## config.mk

```make
export PLATFORM = sky130hd
export DESIGN_NAME = wts_envelope_generator_flat
export DESIGN_NICKNAME = d
export VERILOG_FILES = /design/src/rtl/wts_envelope_generator_if.sv /design/src/rtl/wts_envelope_generator.sv /design/src/flat_wrapper.sv
export SDC_FILE = /design/constraint.sdc
export NUM_CORES = 1
export LEC_CHECK = 0
export CAP_MARGIN = 10
export CORE_MARGIN = 5
export CORE_UTILIZATION = 35
export DETAILED_ROUTE_END_ITERATION = 7
export MAX_ROUTING_LAYER = met4
export PLACE_DENSITY = 0.54
export SLEW_MARGIN = 5
export SYNTH_ARGS = -nofsm -noshare
export SYNTH_HDL_FRONTEND = slang
export SYNTH_SLANG_ARGS = --single-unit
```

## constraint.sdc

```tcl
create_clock -name clk -period 3.6 [get_ports clk]
set_input_delay 0.36 -clock clk [delete_from_list [all_inputs] [get_ports clk]]
set_output_delay 0.36 -clock clk [all_outputs]
set_load 0.05 [all_outputs]
```

## src/rtl/wts_envelope_generator_if.sv

```systemverilog
// wts_envelope_generator_if
//   Groups the envelope generator's control and output signals.
//   master : register block / tick source side (drives triggers, rates,
//            tick; observes envelope and env_busy)
//   slave  : envelope generator side
//   Signals:
//     envelope_tick  1-cycle strobe that advances envelope timing
//     key_on/key_off 1-cycle attack / release triggers
//     reg_ar/dr/sl/rr 4-bit attack, decay, sustain level, release rate
//     envelope       9-bit level 0..256 (256 = full scale)
//     env_busy       envelope not idle
interface wts_envelope_generator_if;
   logic       envelope_tick;
   logic       key_on;
   logic       key_off;
   logic [3:0] reg_ar;
   logic [3:0] reg_dr;
   logic [3:0] reg_sl;
   logic [3:0] reg_rr;
   logic [8:0] envelope;
   logic       env_busy;

   modport master (
      output envelope_tick, key_on, key_off, reg_ar, reg_dr, reg_sl, reg_rr,
      input  envelope, env_busy
   );

   modport slave (
      input  envelope_tick, key_on, key_off, reg_ar, reg_dr, reg_sl, reg_rr,
      output envelope, env_busy
   );
endinterface

```

## src/rtl/wts_envelope_generator.sv

```systemverilog
// wts_envelope_generator
//   Per-channel linear ADSR envelope feeding the channel volume stage.
//   Level runs 0..256; 256 means the wave passes through unscaled.
//   Timing advances only on envelope_tick; key triggers act every clock.
//   Ports:
//     clk     system clock
//     nreset  asynchronous reset, active low
//     bus     wts_envelope_generator_if.slave (triggers, rate registers,
//             tick in; envelope and env_busy out)
//   Parameter:
//     PERIOD_SHIFT  step period = (15 - rate) << PERIOD_SHIFT ticks (0..4)
module wts_envelope_generator #(
   parameter int unsigned PERIOD_SHIFT = 2
) (
   input  logic                         clk,
   input  logic                         nreset,
   wts_envelope_generator_if.slave      bus
);

   localparam int unsigned CW = 4 + PERIOD_SHIFT;

   localparam logic [2:0] ST_IDLE    = 3'd0;
   localparam logic [2:0] ST_ATTACK  = 3'd1;
   localparam logic [2:0] ST_DECAY   = 3'd2;
   localparam logic [2:0] ST_SUSTAIN = 3'd3;
   localparam logic [2:0] ST_RELEASE = 3'd4;

   localparam logic [8:0] LEVEL_MAX = 9'd256;

   logic [2:0]    state, state_n;
   logic [8:0]    level, level_n;
   logic [CW-1:0] cnt, cnt_n;

   logic [3:0]    rate;
   logic [CW-1:0] period;
   logic [8:0]    target;
   logic          step;

   // Rate of the active phase; IDLE and SUSTAIN have none (treated as 0).
   always_comb begin
      rate = 4'd0;
      case (state)
         ST_ATTACK:  rate = bus.reg_ar;
         ST_DECAY:   rate = bus.reg_dr;
         ST_RELEASE: rate = bus.reg_rr;
         default:    rate = 4'd0;
      endcase
   end

   assign period = CW'(4'd15 - rate) << PERIOD_SHIFT;
   assign target = (bus.reg_sl == 4'hF) ? LEVEL_MAX : {1'b0, bus.reg_sl, 4'b0000};
   assign step   = (cnt == period);

   always_comb begin
      state_n = state;
      level_n = level;
      cnt_n   = cnt;
      if (bus.key_on) begin
         state_n = ST_ATTACK;
         cnt_n   = '0;
      end else if (bus.key_off &&
                   (state == ST_ATTACK || state == ST_DECAY || state == ST_SUSTAIN)) begin
         state_n = ST_RELEASE;
         cnt_n   = '0;
      end else if (bus.envelope_tick && rate != 4'd0) begin
         // Each phase first checks whether its goal already holds, so a
         // phase entered at (or past) its target leaves on the first tick
         // without stepping.
         case (state)
            ST_ATTACK: begin
               if (level >= LEVEL_MAX) begin
                  state_n = ST_DECAY;
                  cnt_n   = '0;
               end else if (rate == 4'd15) begin
                  level_n = LEVEL_MAX;
                  state_n = ST_DECAY;
                  cnt_n   = '0;
               end else if (step) begin
                  level_n = level + 9'd1;
                  cnt_n   = '0;
                  if (level == LEVEL_MAX - 9'd1)
                     state_n = ST_DECAY;
               end else begin
                  cnt_n = cnt + 1'b1;
               end
            end
            ST_DECAY: begin
               if (level <= target) begin
                  state_n = ST_SUSTAIN;
               end else if (rate == 4'd15) begin
                  level_n = target;
                  state_n = ST_SUSTAIN;
               end else if (step) begin
                  level_n = level - 9'd1;
                  cnt_n   = '0;
                  if ((level - 9'd1) <= target)
                     state_n = ST_SUSTAIN;
               end else begin
                  cnt_n = cnt + 1'b1;
               end
            end
            ST_RELEASE: begin
               if (level == 9'd0) begin
                  state_n = ST_IDLE;
               end else if (rate == 4'd15) begin
                  level_n = 9'd0;
                  state_n = ST_IDLE;
               end else if (step) begin
                  level_n = level - 9'd1;
                  cnt_n   = '0;
                  if (level == 9'd1)
                     state_n = ST_IDLE;
               end else begin
                  cnt_n = cnt + 1'b1;
               end
            end
            default: ;
         endcase
      end
   end

   always_ff @(posedge clk or negedge nreset) begin
      if (!nreset) begin
         state <= ST_IDLE;
         level <= '0;
         cnt   <= '0;
      end else begin
         state <= state_n;
         level <= level_n;
         cnt   <= cnt_n;
      end
   end

   assign bus.envelope = level;
   assign bus.env_busy = (state != ST_IDLE);

endmodule

```

## src/flat_wrapper.sv

```systemverilog
// flat-port wrapper written by rule: the top's interface ports become plain ports
module wts_envelope_generator_flat 
#(
   parameter int unsigned PERIOD_SHIFT = 2
)
  (clk, nreset, bus_envelope_tick, bus_key_on, bus_key_off, bus_reg_ar, bus_reg_dr, bus_reg_sl, bus_reg_rr, bus_envelope, bus_env_busy);
  wts_envelope_generator_if bus_i ();
  input  logic clk;
  input  logic nreset;
  input wire logic [$bits(bus_i.envelope_tick)-1:0] bus_envelope_tick;
  input wire logic [$bits(bus_i.key_on)-1:0] bus_key_on;
  input wire logic [$bits(bus_i.key_off)-1:0] bus_key_off;
  input wire logic [$bits(bus_i.reg_ar)-1:0] bus_reg_ar;
  input wire logic [$bits(bus_i.reg_dr)-1:0] bus_reg_dr;
  input wire logic [$bits(bus_i.reg_sl)-1:0] bus_reg_sl;
  input wire logic [$bits(bus_i.reg_rr)-1:0] bus_reg_rr;
  output wire logic [$bits(bus_i.envelope)-1:0] bus_envelope;
  output wire logic [$bits(bus_i.env_busy)-1:0] bus_env_busy;
  assign bus_i.envelope_tick = bus_envelope_tick;
  assign bus_i.key_on = bus_key_on;
  assign bus_i.key_off = bus_key_off;
  assign bus_i.reg_ar = bus_reg_ar;
  assign bus_i.reg_dr = bus_reg_dr;
  assign bus_i.reg_sl = bus_reg_sl;
  assign bus_i.reg_rr = bus_reg_rr;
  assign bus_envelope = bus_i.envelope;
  assign bus_env_busy = bus_i.env_busy;
  wts_envelope_generator #(.PERIOD_SHIFT(PERIOD_SHIFT)) u_core (.clk(clk), .nreset(nreset), .bus(bus_i));
endmodule
```

==> results.tsv, run 1 <==
stage	metric	value	unit
sta	rsz0062_at_grt	no	
synth	synth_area_leaders	dfrtp_1 (22%), ha_1 (11%), o21ai_0 (5.7%)	
route	vias	2054	
synth	yosysTopAreaCell	dfrtp_1	
synth	synth-warning-count	0	
global_route	grt_overflow	0	
global_route	grt_pass1_vias	1986	
critical_path	critPathLaunchType	flop	
route	wl	5800	um
sta	clock.fmax	312	MHz
cts	post_cts_buffers	0	
critical_path	cp.arrival	3.39	ns
power	p_switching	0.690	mW
synth	seq_area_frac_synth	0.215	
critical_path	critPathMaxFanout	19	
cts	post_cts_resized	0	
hold_path	min_path_type	flop to flop	
sta	slew_violations	0	
synth	synth_commonest_cells	o21ai_0 (24), nand2_1 (21), dfrtp_1 (18), ha_1 (18)	
finish	utilization	0.435	
status	status	finished, final reports clean	
synth	synthArstFlopShare	1.00	
synth	synth.most_common_cell	o21ai_0	
critical_path	slowest_stage	dfrtp_1	
power	p_clk_frac	0.123	
critical_path	required	3.78	ns
route	drt_iter0_drc	203	
cts	clock-sinks	18	
place	port_buffers	30	
power	comb_power_share	0.646	
floorplan	dieArea	0.00763	sq mm
sta	hold_viol	0	
power	cellLeakagePower	1.03	nW
global_route	antenna_found_initial	0	
cts	cts_made_buffers	3	
sta	max_slew_margin	0.429	
power	ir_drop	0.000244	V
route	postRouteAntennaNets	0	
power	power_density	547	mW/mm^2
finish	antenna_cells	0	
floorplan	core	0.00585	sq mm
sta	fin_crit_sh	0.891	
route	remaining_drc_errors	0	
place	dp_hpwl	4500	um
sta	period_needed	3.21	ns
floorplan	die_h	87.3	um
synth	synth_nets	299	
global_route	grt_pass1_wl	9920	um
place	dp.cells	360	
finish	layout.nets	329	
synth	netlist_area	0.00209	sq mm
sta	setup-violations-final	0	
power	p_sw_frac	0.496	
cts	cts_tree	done	
floorplan	ios	31	
floorplan	fp.dieW	87.3	um
synth	synth_ff_type	dfrtp_1	
power	seq_power_share	0.231	
floorplan	rows	28	
route	vias_per_cell	5.64	
floorplan	start_util	0.358	
cts	insertion_delay	0.26	ns
synth	syn_area_per_cell	8.05	sq um
critical_path	crit_type	flop to flop	
finish	fin_cells	364	
synth	synth.ff_latch_count	18	
critical_path	crit_buf_inv	1	
cts	htree_levels	1	
critical_path	cpPeakStageDelay	0.71	ns
global_route	track_usage	0.167	
place	globalplace.congestion	0.835	
route	avgRoutedWirePerCell	15.9	um
critical_path	crit_family	simple AND/OR/NAND/NOR gates	
sta	worst_clock_skew	0.00260	ns
cts	clk_pin_slew	0.07	ns
sta	tightest_slew	0.853	ns
cts	clock_path_buffers	2	
cts	cts_root_buffer	clkbuf_8	
synth	ys_types	56	
route	dr.pass1.iters	4	
synth	synth_edf_count	0	
sta	fin_setup_tns	0	ns
finish	syn_to_final_growth	21.6	%
synth	yosysTopAreaCellShare	0.215	
cts	cts_hold_buf	0	
sta	setup_slack	0.391	ns
finish	final_layout_size_suffix_gt1_frac	0.118	
critical_path	setup.worst_path.end_class	flop	
job	maxCapViolations	0	
synth	synth_cells	260	
place	place_ws	0.245	ns
critical_path	cp_cell_sequence	and4bb_2 -> nor3_1 -> xnor2_1 -> nand4_2 -> buf_4 -> a21oi_1 -> nor4_2 -> a311oi_2 -> mux2i_1	
global_route	grt_max_degree	20	
power	p_int	0.703	mW
## cells in the final DEF (no fill, tap or decap), types with 8 or more instances in the layout
| master | n |
|---|---|
| ha_1 | 18 |
| nor2_1 | 17 |
| xnor2_1 | 8 |
| clkdlybuf4s50_1 | 30 |
| nor3_1 | 9 |
| nand3_1 | 9 |
| buf_4 | 9 |
| dfrtp_1 | 18 |
| nand2_1 | 21 |
| a21oi_1 | 17 |
| o21ai_0 | 24 |
| inv_1 | 13 |
## registers in the layout (all words and copies together) (netlist names)
name and flops:
u_core.bus.envelope 9, u_core.state 3, u_core.cnt 6
## metrics by stage
stage | area [sq um] | power [mW] | hold WS (ns)
2_1_floorplan | 2090 | 0.959 | 0.0644
3_3_place_gp | 2490 | 1.23 | 0.539
3_5_place_dp | 2490 | 1.22 | 0.536
4_1_cts | 2550 | 1.40 | 0.557
5_1_grt | 2550 | 1.53 | 0.575
6_report | 2550 | 1.39 | 0.547
## path summary, 6_finish.rpt
check | startpoint | endpoint | slack, ns | cells after the start
max in group asynchronous | nreset | u_core.bus.envelope[4] | 2.49 | 1
hold reg to reg | u_core.cnt[5] | u_core.cnt[5] | 0.55 | 2
setup / recovery | u_core.state[0] | u_core.state[0] | 0.39 | 9
hold / removal | u_core.cnt[5] | u_core.cnt[5] | 0.55 | 2
min in group asynchronous | nreset | u_core.cnt[0] | 0.59 | 1
setup reg to reg | u_core.state[0] | u_core.state[0] | 0.39 | 9
## power groups by stage
stage	Sequential, mW	Combinational, mW	Clock [mW]
floorplan	0.390	0.569	0
global placement	0.328	0.899	0
global route	0.336	1.01	0.188
CTS	0.322	0.899	0.180
detailed placement	0.326	0.893	0
finish	0.322	0.900	0.171
## tightest hold or removal path, stage by stage (launching register included)
cell and delay [ns]:
dfrtp_1 0.39, nand2_1 0.06, o21ai_0 0.06
## final cells by class
| cell class | instances | area (sq um) |
|---|---|---|
| Tap cell | 75 | 93.8 |
| Fill cell | 582 | 3300 |
| Sequential cell | 18 | 450 |
| Timing Repair Buffer | 39 | 368 |
| Multi-Input combinational cell | 215 | 1530 |
| Inverter | 13 | 48.8 |
| Clock buffer | 4 | 55.1 |
## routing by layer
layer	vias to the layer above	share of wire	GRT usage
met3	4	0.040	0.0255
met4	0	0.0071	0.0321
met1	977	0.50	0.241
li1	1031	-	-
met2	42	0.46	0.246
met5	-	0	-
## kinds of logic after synthesis
| family | share of synthesized area |
|---|---|
| xor gates and xnor gates | 0.0502 |
| adders and majority gates | 0.108 |
| AOI/OAI and AO/OA | 0.270 |
| and+or+nand+nor | 0.289 |
| buffers and inverters | 0.0538 |
| DFF | 0.215 |
| muxes | 0.0143 |
No activity file was read; power rests on OpenSTA's default activity.
==> run 2: changes to the inputs <==
--- a/config.mk
+++ b/config.mk
@@ -6,7 +6,7 @@
 export NUM_CORES = 1
 export LEC_CHECK = 0
 export CAP_MARGIN = 10
-export CORE_MARGIN = 5
+export CORE_MARGIN = 2
 export CORE_UTILIZATION = 35
 export DETAILED_ROUTE_END_ITERATION = 7
 export MAX_ROUTING_LAYER = met4
==> run 2 against run 1 <==
  * Die area down 13%
  * Setup slack improved by 0.037 ns
  * Via count is 0.15% lower
  * Sequential power is 4% higher
  * Hold slack improved by 0.00071 ns
  * Sequential share of layout area is 0.052 points lower
  * Fmax is 1.2% higher
  * Wire length decreased by 1.1%
  * Clock skew decreased by 0.0016 ns
  * Clock power up 4%
  * Count of clock-buffer cells in the layout unchanged
  * Total power grew 0.44%
  * Largest cell class unchanged
  * Highest routed layer unchanged
==> results.tsv, run 2 (synthesized netlist as in run 1, its figures left out) <==
stage	metric	value	unit	change
place	dp_hpwl	4360	um	-3.3%
finish	antenna_cells	0		unchanged
critical_path	setup.worst_path.start	bus_reg_sl[2]		
sta	whs	0.548	ns	+0.000712 ns
critical_path	cp.arrival	3.36	ns	-0.03 ns
power	power_density	548	mW/mm^2	+0.14%
global_route	grtUsageMet2	0.285		+0.0394
route	vias	2051		-0.15%
route	postRouteAntennaNets	0		unchanged
finish	utilization	0.436		+0.00128
power	p_switching	0.699	mW	+1.2%
finish	layout.nets	330		+0.30%
hold_path	min_path_type	flop to flop		
floorplan	rows	28		unchanged
place	globalplace.congestion	0.827		-0.97%
global_route	grt_overflow	0		unchanged
global_route	track_usage	0.190		+0.0230
finish	fin_cells	365		+0.27%
critical_path	setup.worst_path.end_class	flop		
route	wl	5740	um	-1.1%
critical_path	crit_type	input port to flop		
cts	post_cts_buffers	0		unchanged
job	maxCapViolations	0		unchanged
sta	fin_setup_tns	0	ns	unchanged
route	drt_iter0_drc	137		-33%
sta	period_needed	3.17	ns	-0.0367 ns
sta	fin_crit_sh	0.881		-0.0102
route	remaining_drc_errors	0		unchanged
power	comb_power_share	0.633		-0.013
sta	worst_clock_skew	0.000985	ns	-0.00162 ns
cts	htree_levels	1		unchanged
critical_path	critPathLaunchType	input port		
global_route	antenna_found_initial	0		unchanged
global_route	grt_pass1_vias	1900		-4.3%
route	vias_per_cell	5.62		-0.42%
critical_path	timing.reg2reg.setup_slack	0.44	ns	+0.05 ns
floorplan	dieArea	0.00662	sq mm	-13%
place	port_buffers	30		unchanged
finish	final_layout_size_suffix_gt1_frac	0.121		+0.00304
route	dr.pass1.iters	4		unchanged
global_route	use_met1	0.281		+0.0405
floorplan	start_util	0.358		unchanged
finish	stdcell_area	0.00255	sq mm	+0.29%
finish	largest_reg_flops	9		unchanged
floorplan	die_h	81.3	um	-6.9%
place	dp.cells	361		+0.28%
global_route	busiest_layer	met2		
global_route	grt_pass1_wl	9650	um	-2.8%
sta	tightest_slew	0.875	ns	+0.0220 ns
floorplan	core	0.00585	sq mm	unchanged
critical_path	critPathMaxFanout	13		-6
route	avgRoutedWirePerCell	15.7	um	-1.3%
cts	cts_made_buffers	3		unchanged
power	p_int	0.700	mW	-0.31%
cts	clk_pin_slew	0.08	ns	about the same
critical_path	timing.rr.start	u_core.bus.envelope[1]		
place	place_ws	0.191	ns	-0.0543 ns
global_route	grt_max_degree	20		unchanged
power	finalPower	1.40	mW	+0.44%
cts	clock-sinks	18		unchanged
critical_path	rr_worst_depth	11		+2
global_route	grt_use_met3	0.0200		-0.00554
finish	layout_common_cells	clkdlybuf4s50_1 (30), o21ai_0 (24), nand2_1 (21), ha_1 (18), dfrtp_1 (18)		
power	ir_drop	0.000357	V	+46%
sta	setup-violations-final	0		unchanged
cts	cts_hold_buf	0		unchanged
floorplan	ios	31		unchanged
sta	rsz0062_at_grt	no		
critical_path	r2r-end	u_core.state[0]		
place	placed_cell_area	0.00250	sq mm	+0.30%
hold_path	hold_depth	1		-1
cts	insertion_delay	0.26	ns	about the same
sta	max_slew_margin	0.415		-0.0147
sta	setup_slack	0.428	ns	+0.0367 ns
critical_path	required	3.78	ns	about the same
status	status	finished, final reports clean		
sta	clock.fmax	315	MHz	+1.2%
power	p_sw_frac	0.499		+0.00377
cts	cts_tree	done		
sta	hold_viol	0		unchanged
critical_path	cp-endpoint	u_core.bus.envelope[1]		
power	seq_power_share	0.240		+0.009
power	p_clk_frac	0.127		+0.004
cts	cts_root_buffer	clkbuf_8		
cts	clock_path_buffers	2		unchanged
floorplan	fp.dieW	81.3	um	-6.9%
cts	post_cts_resized	0		unchanged
finish	syn_to_final_growth	22.0	%	
power	cellLeakagePower	1.04	nW	+0.47%
sta	slew_violations	0		unchanged
finish	layout_commonest_cell	clkdlybuf4s50_1		
run 2: area by class of cell:
cell class                 instances  area (sq um)
clock buffer                       4          55.1
fill                             579          3300
inverter                          13          48.8
multi-input combinational        215          1530
sequential                        18           450
tap                               75          93.8
timing repair buffer              40           375
run 2: per-layer routing:
metal	vias up	share of wire
li1	1030	-
met1	972	0.51
met2	47	0.44
met3	2	0.041
met4	0	0.0047
met5	-	0
run 2: how the worst min path moves through the flow:
stage | from | endpoint | slack, ns
floorplan | nreset | u_core.bus.envelope[0] | 0.06
global placement | u_core.cnt[5] | u_core.cnt[5] | 0.53
detailed placement | u_core.cnt[5] | u_core.cnt[5] | 0.54
CTS | u_core.cnt[5] | u_core.cnt[5] | 0.56
global route | u_core.cnt[5] | u_core.cnt[5] | 0.59
finish | u_core.cnt[0] | u_core.cnt[0] | 0.55
run 2: power by group through the flow:
stage | registers (mW) | clock network [mW] | logic (mW)
2_1_floorplan | 0.390 | 0 | 0.569
4_1_cts | 0.335 | 0.179 | 0.885
6_report | 0.335 | 0.178 | 0.886
5_1_grt | 0.348 | 0.187 | 0.980
3_3_place_gp | 0.339 | 0 | 0.884
3_5_place_dp | 0.339 | 0 | 0.881
run 2: critical path: stages:
cell             delay (ns)
clkdlybuf4s50_1        0.50
nand4_1                0.30
and2_1                 0.32
ha_1                   0.28
nand3_1                0.08
nor3_1                 0.06
o21ai_0                0.18
nand4b_1               0.16
nor2_2                 0.24
o21ai_2                0.21
or4_1                  0.46
a41oi_2                0.19
